==> src/rtl/fifo_rd_stream_adapter_if.sv <==
// Signal bundle between the FIFO read port, the read-side adapter and the stream consumer.
// The adapter takes the master modport; the FIFO/consumer environment takes the slave modport.
interface fifo_rd_stream_adapter_if #(
  parameter int unsigned FIFO_WIDTH = 16,
  parameter int unsigned BUF_DEPTH  = 2,
  parameter int unsigned CNT_WIDTH  = 16
);

  logic                           fifo_empty;
  logic [FIFO_WIDTH-1:0]          fifo_data_out;
  logic                           fifo_rd_en;
  logic                           m_valid;
  logic                           m_ready;
  logic [FIFO_WIDTH-1:0]          m_data;
  logic [$clog2(BUF_DEPTH):0]     buf_count;
  logic [CNT_WIDTH-1:0]           xfer_count;

  modport master (
    input  fifo_empty,
    input  fifo_data_out,
    output fifo_rd_en,
    output m_valid,
    input  m_ready,
    output m_data,
    output buf_count,
    output xfer_count
  );

  modport slave (
    output fifo_empty,
    output fifo_data_out,
    input  fifo_rd_en,
    input  m_valid,
    output m_ready,
    input  m_data,
    input  buf_count,
    input  xfer_count
  );

endinterface

==> src/rtl/fifo_rd_stream_adapter.sv <==
// Read-side FIFO stage: issues rd_en, captures the registered FIFO data one cycle later into
// a small skid buffer, and re-presents the words as a valid/ready stream.
module fifo_rd_stream_adapter #(
  parameter int unsigned FIFO_WIDTH = 16,
  parameter int unsigned BUF_DEPTH  = 2,
  parameter int unsigned CNT_WIDTH  = 16
) (
  input logic                      clk,
  input logic                      rst_n,
  fifo_rd_stream_adapter_if.master bus
);

  localparam int unsigned PtrW = $clog2(BUF_DEPTH);
  localparam int unsigned OccW = PtrW + 1;
  localparam logic [OccW:0] DepthOcc = (OccW + 1)'(BUF_DEPTH);

  logic [FIFO_WIDTH-1:0] buf_mem_q [BUF_DEPTH];
  logic [FIFO_WIDTH-1:0] buf_mem_d [BUF_DEPTH];
  logic [PtrW-1:0]       wr_ptr_q, wr_ptr_d;
  logic [PtrW-1:0]       rd_ptr_q, rd_ptr_d;
  logic [OccW-1:0]       buf_count_q, buf_count_d;
  logic                  rd_pending_q, rd_pending_d;
  logic [CNT_WIDTH-1:0]  xfer_count_q, xfer_count_d;

  logic                  m_valid;
  logic                  pop;
  logic                  rd_en;
  logic [OccW:0]         occ_after;

  assign m_valid = (buf_count_q != '0);
  assign pop     = m_valid & bus.m_ready;

  // Occupancy once this cycle's pop and the in-flight capture have landed; one extra bit so
  // the comparison against BUF_DEPTH can never alias.
  always_comb begin
    occ_after = {1'b0, buf_count_q};
    if (rd_pending_q) begin
      occ_after = occ_after + 1'b1;
    end
    if (pop) begin
      occ_after = occ_after - 1'b1;
    end
  end

  // m_ready reaches rd_en combinationally so a full buffer being drained can refill every cycle.
  assign rd_en = rst_n & ~bus.fifo_empty & (occ_after < DepthOcc);

  always_comb begin
    buf_mem_d    = buf_mem_q;
    wr_ptr_d     = wr_ptr_q;
    rd_ptr_d     = rd_ptr_q;
    buf_count_d  = buf_count_q;
    rd_pending_d = rd_en;
    xfer_count_d = xfer_count_q;

    if (rd_pending_q) begin
      buf_mem_d[wr_ptr_q] = bus.fifo_data_out;
      wr_ptr_d            = wr_ptr_q + 1'b1;
    end

    if (pop) begin
      rd_ptr_d     = rd_ptr_q + 1'b1;
      xfer_count_d = xfer_count_q + 1'b1;
    end

    unique case ({rd_pending_q, pop})
      2'b10:   buf_count_d = buf_count_q + 1'b1;
      2'b01:   buf_count_d = buf_count_q - 1'b1;
      default: buf_count_d = buf_count_q;
    endcase
  end

  always_ff @(posedge clk) begin
    if (!rst_n) begin
      wr_ptr_q     <= '0;
      rd_ptr_q     <= '0;
      buf_count_q  <= '0;
      rd_pending_q <= 1'b0;
      xfer_count_q <= '0;
    end else begin
      wr_ptr_q     <= wr_ptr_d;
      rd_ptr_q     <= rd_ptr_d;
      buf_count_q  <= buf_count_d;
      rd_pending_q <= rd_pending_d;
      xfer_count_q <= xfer_count_d;
    end
  end

  // Data storage carries no reset; buf_count gates visibility of stale entries.
  always_ff @(posedge clk) begin
    buf_mem_q <= buf_mem_d;
  end

  assign bus.fifo_rd_en = rd_en;
  assign bus.m_valid    = m_valid;
  assign bus.m_data     = buf_mem_q[rd_ptr_q];
  assign bus.buf_count  = buf_count_q;
  assign bus.xfer_count = xfer_count_q;

endmodule

==> src/flat_wrapper.sv <==
// flat-port wrapper written by rule: the top's interface ports become plain ports
module fifo_rd_stream_adapter_flat 
#(
  parameter int unsigned FIFO_WIDTH = 16,
  parameter int unsigned BUF_DEPTH  = 2,
  parameter int unsigned CNT_WIDTH  = 16
)
  (clk, rst_n, bus_fifo_empty, bus_fifo_data_out, bus_fifo_rd_en, bus_m_valid, bus_m_ready, bus_m_data, bus_buf_count, bus_xfer_count);
  fifo_rd_stream_adapter_if #(.FIFO_WIDTH(FIFO_WIDTH), .BUF_DEPTH(BUF_DEPTH), .CNT_WIDTH(CNT_WIDTH)) bus_i ();
  input logic clk;
  input logic rst_n;
  input wire logic [$bits(bus_i.fifo_empty)-1:0] bus_fifo_empty;
  input wire logic [$bits(bus_i.fifo_data_out)-1:0] bus_fifo_data_out;
  output wire logic [$bits(bus_i.fifo_rd_en)-1:0] bus_fifo_rd_en;
  output wire logic [$bits(bus_i.m_valid)-1:0] bus_m_valid;
  input wire logic [$bits(bus_i.m_ready)-1:0] bus_m_ready;
  output wire logic [$bits(bus_i.m_data)-1:0] bus_m_data;
  output wire logic [$bits(bus_i.buf_count)-1:0] bus_buf_count;
  output wire logic [$bits(bus_i.xfer_count)-1:0] bus_xfer_count;
  assign bus_i.fifo_empty = bus_fifo_empty;
  assign bus_i.fifo_data_out = bus_fifo_data_out;
  assign bus_fifo_rd_en = bus_i.fifo_rd_en;
  assign bus_m_valid = bus_i.m_valid;
  assign bus_i.m_ready = bus_m_ready;
  assign bus_m_data = bus_i.m_data;
  assign bus_buf_count = bus_i.buf_count;
  assign bus_xfer_count = bus_i.xfer_count;
  fifo_rd_stream_adapter #(.FIFO_WIDTH(FIFO_WIDTH), .BUF_DEPTH(BUF_DEPTH), .CNT_WIDTH(CNT_WIDTH)) u_core (.clk(clk), .rst_n(rst_n), .bus(bus_i));
endmodule
==> config.mk <==
export PLATFORM = sky130hd
export DESIGN_NAME = fifo_rd_stream_adapter_flat
export DESIGN_NICKNAME = d
export VERILOG_FILES = /design/src/rtl/fifo_rd_stream_adapter_if.sv /design/src/rtl/fifo_rd_stream_adapter.sv /design/src/flat_wrapper.sv
export SDC_FILE = /design/constraint.sdc
export NUM_CORES = 1
export LEC_CHECK = 0
export CORE_MARGIN = 5
export CORE_UTILIZATION = 40
export CTS_BUF_LIST = sky130_fd_sc_hd__clkbuf_8 sky130_fd_sc_hd__clkbuf_16
export DETAILED_ROUTE_END_ITERATION = 6
export GPL_TIMING_DRIVEN = 0
export PLACE_DENSITY_LB_ADDON = 0.08
export SETUP_SLACK_MARGIN = 0.1
export SYNTH_ARGS = -nofsm -noshare
export SYNTH_HDL_FRONTEND = slang
export SYNTH_SLANG_ARGS = --single-unit
==> constraint.sdc <==
create_clock -name clk -period 5.65 [get_ports clk]
set_input_delay 1.13 -clock clk [delete_from_list [all_inputs] [get_ports clk]]
set_output_delay 1.13 -clock clk [all_outputs]
set_load 0.005 [all_outputs]
== Word level (Yosys, flattened, before mapping) ==
Cells that the tools add are included.

* Word-level logic and storage cells: 38
* Memories: 0
* RAM bits: 0
* Memory bits (read-only): 0
* Bits of input ports: 20
* Bits in registers: 53
* Output and inout port bits: 36
* Bits in latches: 0

* Bitwise gates (word level): 6
* Shifts and indexed selects: 0
* Order comparisons: 4
* Div/mod/pow operators: 0
* $add $sub $neg: 7
* Reduce and logical (&&, ||, !) cells: 3
* Multiplexer cells: 9
* Multipliers: 0
* Equal/unequal tests: 2

{| class="wikitable"
|+ Operator list
! kind !! number
|-
| $mux W16 || 4
|-
| $bwmux W32 || 1
|-
| $add A16 B1 Y16 const B || 1
|-
| $demux W16 S1 || 1
|-
| $mux W3 || 2
|-
| $ge A2 B2 Y1 const B || 2
|-
| $not A1 Y2 || 2
|-
| $pmux W2 S2 || 1
|-
| $reduce_bool A2 Y1 || 2
|-
| $add A2 B1 Y3 const B || 1
|-
| $and A1 B1 Y1 || 3
|-
| $lt A3 B2 Y1 const B || 1
|-
| $sub A3 B1 Y3 const B || 1
|-
| $add A1 B1 Y1 const B || 2
|-
| $add A2 B1 Y2 const B || 1
|-
| $eq A2 B1 Y1 const B || 1
|-
| $eq A2 B2 Y1 const B || 1
|-
| $lt A2 B1 Y1 const B || 1
|-
| $sub A2 B1 Y2 const B || 1
|-
| $logic_and A1 B1 Y1 || 1
|-
| $not A1 Y1 || 1
|}

== Logic depth before layout (Yosys ltp) ==
Gate-level depths: netlist of run 1.

* Word-level depth: 6
* Depth in mapped cells: 8
* Gate-level depth less buffers: 7

== Least setup slack after synthesis of run 1 ==
Ideal clock, no wire load.

* Path type: in2out
* Start point: input bus_m_ready
* End point: output bus_fifo_rd_en
* Path slack: 2.437 ns
* Stages: 4
* Data arrival time: 2.083 ns
* Path buffers: 1
* Data required time: 4.520 ns
* Cell sequence: nor2b_1 -> buf_2 -> o22a_1 -> a2111oi_0

* Longest elaborated chain between the ends: 4

{| class="wikitable"
|+ RTL lines
! element !! RTL line !! RTL
|-
| from (decl) || flat_wrapper.sv:16 || <nowiki>input wire logic [$bits(bus_i.m_ready)-1:0] bus_m_ready;</nowiki>
|-
| $and A1 B1 Y1 || fifo_rd_stream_adapter.sv:31 || <nowiki>assign pop = m_valid & bus.m_ready;</nowiki>
|-
| net u_core.pop || fifo_rd_stream_adapter.sv:26 || <nowiki>logic pop;</nowiki>
|-
| $mux W3 || fifo_rd_stream_adapter.sv:40 || <nowiki>if (pop) begin</nowiki>
|-
| $lt A3 B2 Y1 || fifo_rd_stream_adapter.sv:46 || <nowiki>assign rd_en = rst_n & ~bus.fifo_empty & (occ_after < DepthOcc);</nowiki>
|-
| $and A1 B1 Y1 || fifo_rd_stream_adapter.sv:46 ||
|-
| to (decl) || flat_wrapper.sv:14 || <nowiki>output wire logic [$bits(bus_i.fifo_rd_en)-1:0] bus_fifo_rd_en;</nowiki>
|}

The timed path passes the listed nets, and every way through them passes these cells.

== Worst setup path in the final report of run 1 ==
Ends and elaborated chain as after synthesis.

==> metrics.cfg, run 1 <==
[status]
status=finished, final reports clean

[worst_setup_path]
criticalPathCategory=input pin to primary output
cpMostUsedCell=clkdlybuf4s50_1
timing.rr.end=u_core.bus.buf_count[1]
regToRegStartpoint=u_core.bus.buf_count[0]
crit_arrival_ps=3190
crit_start=bus_m_ready
reg2reg_slack_ps=3530
r2r_cells=7
cp-end-kind=primary output
cp_max_fo=10
cp-start-kind=input pin
critPathSlowestCell=clkdlybuf4s50_1
required_ps=4520
slowest_delay_ps=580
crit_chain=clkdlybuf4s50_1 > nor2b_1 > buf_2 > a31oi_1 > a2111oi_0 > clkdlybuf4s50_1

[timing]
slew_headroom=0.504
fin_crit_ps=4320
finalSetupTns_ps=0
worst_slack_ps=1330
hold_viol=0
finalSetupViolations=0
fmax_mhz=231
fin_crit_sh=0.765
tightest_slew_ps=744
fin_worst_skew_ps=3.77
grt_setup_unrepaired=false
slew_violations=0

[flow_run]
max_cap_viol_count=0

[yosys]
ys_warn_count=0
yosysSeqAreaShare=0.629
yosys.area_share.adder=0.0285
synth_top_cells_by_area=edfxtp_1 (44%), dfxtp_1 (19%), mux2_2 (8.2%)
synthFlopType=edfxtp_1
synth-edff-count=32
yosys.area.top_type=edfxtp_1
synth_xor_area_frac=0.0639
synth.net_count=195
ys_types=31
synth_top_area_share=0.438
syn_area_um2=2190
yosys-top-cells-count=edfxtp_1 (32), dfxtp_1 (21), mux2_2 (16)
avgSynthCellArea_um2=12.9
synth_top_family_by_area=simple AND/OR/NAND/NOR gates
synth_cells=170
synth_simple_gate_area_frac=0.122
synth_compound_area_frac=0.0376
muxShareOfSynthArea=0.0912
ys_seq_elements=53
ys_async_sr_fraction=0
yosys.cell_count.top_type=edfxtp_1

[detailed_routing]
drtIter0Drc=53
routed-via-count=1498
routedWlPerCell_um=14.2
wirelength_um=4350
remaining_drc_errors=0
first_pass_iters=4
post_drt_via_cell_ratio=4.90
ant_nets=0

[hold_path]
holdPathStages=2
hold_path_class=register to register
whs_endpoint=u_core.bus.xfer_count[15]
hp-start=u_core.bus.xfer_count[15]

[clock_network]
clkLatencyLatePin_ps=300
cts_setup_buffers=0
clk_pin_slew_ps=90
cts-htree-levels=2
cts-root-buf=clkbuf_8
clockBufferDepth=2
cts_tree=yes
post_cts_resized=0
clkSinkCount=53
cts_buffers=5
ctsHoldBuffers=0

[pwr]
leakagePower_nw=0.986
p_per_area_nw_per_um2=330
ir_drop_uv=200

[global_routing]
track_usage=0.128
grt_overflow=0
grt_pass1_wl_um=7310
grt_pass1_vias=1573
antenna_found_initial=0
grt_max_degree=17

[floorplanning]
die_h_um=84.1
start_util=0.406
rows=27
fp.coreArea_um2=5410
chipWidth_um=84.1
die_area_um2=7070
boundaryPins=56

[layout]
final_area_um2=2930
final_layout_size_suffix_gt1_frac=0.128
area_growth_pct=33.7
fin_nets=258
diodes=0

[place]
placed_cell_area_um2=2840
place.detailed.hpwl_um=3120
place.gp.congestion=0.835
place_ws_ps=1340
numPortBuffers=55

[layout make-up]
type                    instances  area [um^2]
clock buffers                   5         68.8
clock inverters                 3         18.8
plain buffers                   7         30.0
inverters                       8         30.0
well taps                      72         90.1
repair buffers                 56          562
fillers                       468         2470
multi-input cells             102          753
flip-flops and latches         53         1380
[cell usage in the layout, fill, tap and decap left out, types with 4 or more instances in the layout]
master	Yosys	routed
edfxtp_1	32	32
nand4_1	5	5
o21ai_0	5	5
xnor2_1	11	11
clkbuf_8	0	5
clkdlybuf4s50_1	0	55
mux2_2	16	16
or3_1	5	5
ha_1	5	5
nand2_1	7	7
xor2_1	5	5
clkbuf_1	4	4
nor2_1	15	15
nand3_1	5	5
dfxtp_1	21	21
inv_1	8	9
a21oi_1	5	5
[metal layers]
layer,GRT usage,part of all wire,vias up
li1,-,-,737
met1,0.151,0.45,709
met2,0.214,0.48,42
met3,0.0454,0.058,10
met4,0.0482,0.018,0
met5,0,0,-
[through the flow]
step | hold slack, ps | util | instances | total power [mW]
floorplan | 474 | - | 170 | 0.634
detailed placement | 497 | 0.525 | 297 | 0.775
global route | 544 | 0.543 | 306 | 1.03
finish | 501 | 0.543 | 306 | 0.970
CTS | 510 | 0.541 | 305 | 0.980
global placement | 488 | 0.525 | 297 | 0.766
[critical path: cells and delay by family]
kind            cells  cell delay [ps]
compound gates      2              540
buf+inv             3             1350
simple gates        1              170
[power by group]
group          internal, mW  leakage [nW]  total [mW]  switching (mW)
combinational         0.176         0.482       0.296           0.121
clock                0.0856        0.0416       0.202           0.116
sequential            0.452         0.463       0.471          0.0195
total                 0.713         0.986       0.970           0.257
[how the worst max path moves through the flow]
stage,to,slack [ps],cells past startpoint
floorplan,bus_fifo_rd_en,2440,4
global placement,bus_fifo_rd_en,1360,6
detailed placement,bus_fifo_rd_en,1340,6
CTS,bus_fifo_rd_en,1330,6
global route,bus_fifo_rd_en,1200,6
finish,bus_fifo_rd_en,1330,6
[kinds of logic (layout without fill, tap and decap cells)]
| group | count (synthesis) | after routing |
|---|---|---|
| AOI/OAI and AO/OA | 14 | 14 |
| xor gates and xnor gates | 16 | 16 |
| adders and majority gates | 5 | 5 |
| buffers and inverters | 15 | 79 |
| DFF | 53 | 53 |
| muxes | 18 | 18 |
| and+or+nand+nor | 49 | 49 |
[registers in the layout, summed over array words and instances (netlist names)]
| name | cells |
|---|---|
| u_core.rd_pending_q | 1 |
| u_core.bus.buf_count | 2 |
| u_core.wr_ptr_q | 1 |
| u_core.bus.xfer_count | 16 |
| u_core.rd_ptr_q | 1 |
| u_core.buf_mem_q | 32 |
(Power assumes the default switching activity.)
==> inputs of run 2 (changes only) <==
==> constraint.sdc (replaced) <==
create_clock -name clk -period 3.9 [get_ports clk]
set_input_delay 0.78 -clock clk [delete_from_list [all_inputs] [get_ports clk]]
set_output_delay 0.78 -clock clk [all_outputs]
set_load 0.005 [all_outputs]
==> results of run 2 <==
Same layout as run 1 (identical final DEF). Status: finished, final reports clean.
Main changes from that run: setup slack after placement 1340 ps -> 291 ps; setup slack after layout 1330 ps -> 280 ps; register-to-register setup slack 3530 ps -> 1780 ps; total power 0.970 mW -> 1.40 mW; worst IR drop on VDD 200 uV -> 290 uV
==> inputs of run 3 (changes only) <==
--- a/config.mk
+++ b/config.mk
@@ -10,7 +10,7 @@
 export CTS_BUF_LIST = sky130_fd_sc_hd__clkbuf_8 sky130_fd_sc_hd__clkbuf_16
 export DETAILED_ROUTE_END_ITERATION = 6
 export GPL_TIMING_DRIVEN = 0
-export PLACE_DENSITY_LB_ADDON = 0.08
+export PLACE_DENSITY = 0.7
 export SETUP_SLACK_MARGIN = 0.1
 export SYNTH_ARGS = -nofsm -noshare
 export SYNTH_HDL_FRONTEND = slang
==> run 3 against run 2 <==
  * Combinational power is 3% lower
  * Clock power is 2% lower
  * Clock skew is 3.8 ps higher
  * Largest power group unchanged
  * Sequential share of layout area is 0.22 points higher
  * Cell count is 0.33% lower
  * Power is 1.2% lower
  * Wire length is 3.9% lower
  * Die area stayed put
  * Cell area is 0.47% lower
==> metrics.cfg, run 3 (synthesis results as in run 1) <==
[place]
place_ws_ps=158
place.detailed.hpwl_um=2940
place.gp.congestion=0.740
numPortBuffers=55

[clock_network]
post_cts_resized=0
clkSinkCount=53
clk_pin_slew_ps=90
clkLatencyLatePin_ps=290
cts-root-buf=clkbuf_8
ctsHoldBuffers=0
cts_setup_buffers=0
cts-htree-levels=2
cts_buffers=5
cts_tree=yes
clockBufferDepth=2

[timing]
worst_slack_ps=265
fmax_mhz=275
slew_violations=0
fin_crit_ps=3640
fin_worst_skew_ps=7.53
fin_crit_sh=0.932
hold_viol=0
finalSetupTns_ps=0
finalSetupViolations=0
slew_headroom=0.110
grt_setup_unrepaired=false
tightest_slew_ps=1330

[global_routing]
grt_pass1_vias=1453
track_usage=0.122
antenna_found_initial=0
grt_overflow=0
grt_pass1_wl_um=6820
grt_max_degree=17

[pwr]
p_total_mw=1.39
leakagePower_nw=0.985
p_per_area_nw_per_um2=475
ir_drop_uv=256

[floorplanning]
rows=27
fp.coreArea_um2=5410
die_area_um2=7070
die_h_um=84.1
start_util=0.406
boundaryPins=56
chipWidth_um=84.1

[hold_path]
hold_path_class=register to register

[detailed_routing]
remaining_drc_errors=0
routedWlPerCell_um=13.7
wirelength_um=4180
first_pass_iters=4
ant_nets=0
routed-via-count=1466
post_drt_via_cell_ratio=4.81
drtIter0Drc=49

[layout]
regMostFlops=u_core.buf_mem_q
largest_reg_flops=32
area_growth_pct=33.1
final_common_cell=clkdlybuf4s50_1
mostFrequentLayoutCells=clkdlybuf4s50_1 (55), edfxtp_1 (32), dfxtp_1 (21)
fin_nets=257
diodes=0
final_layout_size_suffix_gt1_frac=0.120

[worst_setup_path]
criticalPathCategory=input pin to primary output
required_ps=3120
cp-end-kind=primary output
cp_max_fo=10
cp-start-kind=input pin
crit_arrival_ps=2860

[status]
status=finished, final reports clean

[flow_run]
max_cap_viol_count=0

-- run 3: cell types whose count changed in the layout (fill, tap and decap cells not counted) --
cell        previous run  this run
buf_6                  1         0
inv_1                  9        10
clkinvlp_4             2         1
a2111oi_1              0         1
a2111oi_0              2         1
-- run 3: path summary, 6_finish.rpt --
path | startpoint | to | slack (ps) | cells after the start
setup / recovery | bus_m_ready | bus_fifo_rd_en | 260 | 6
hold / removal | u_core.bus.xfer_count[15] | u_core.bus.xfer_count[15] | 500 | 2
setup reg to reg | u_core.bus.buf_count[0] | u_core.bus.xfer_count[11] | 1820 | 7
hold reg to reg | u_core.bus.xfer_count[15] | u_core.bus.xfer_count[15] | 500 | 2
-- run 3: worst max-delay path, stage by stage --
cell and delay, ps:
clkdlybuf4s50_1 510, nor2b_1 160, buf_2 270, a31oi_1 130
a2111oi_1 420, clkdlybuf4s50_1 580
-- run 3: metrics by stage --
stage / hold WS [ps] / util / std cells / area [um^2]
final: 501 / 0.540 / 305 / 2920
after floorplan: 474 / - / 170 / 2190
after global routing: 533 / 0.540 / 305 / 2920
after CTS: 506 / 0.540 / 305 / 2920
after global placement: 474 / 0.525 / 297 / 2840
after detailed placement: 493 / 0.525 / 297 / 2840
-- run 3: cell type report --
class	count	area (um^2)
plain buffers	7	30.0
clock buffers	5	68.8
clock inverters	3	15.0
fillers	497	2480
inverters	8	30.0
multi-input cells	102	754
flip-flops and latches	53	1380
well taps	72	90.1
repair buffers	55	551
-- run 3: where the power goes --
group	switching [mW]	internal, mW	total (mW)
clock network	0.165	0.122	0.287
logic	0.168	0.250	0.418
registers	0.0276	0.656	0.683
-- run 3: metal layers --
metal,global-route usage,wire [um],vias up
li1,-,-,734
met1,0.164,2070,681
met2,0.190,1840,45
met3,0.0365,217,6
met4,0.0351,53,0
met5,0,0,-
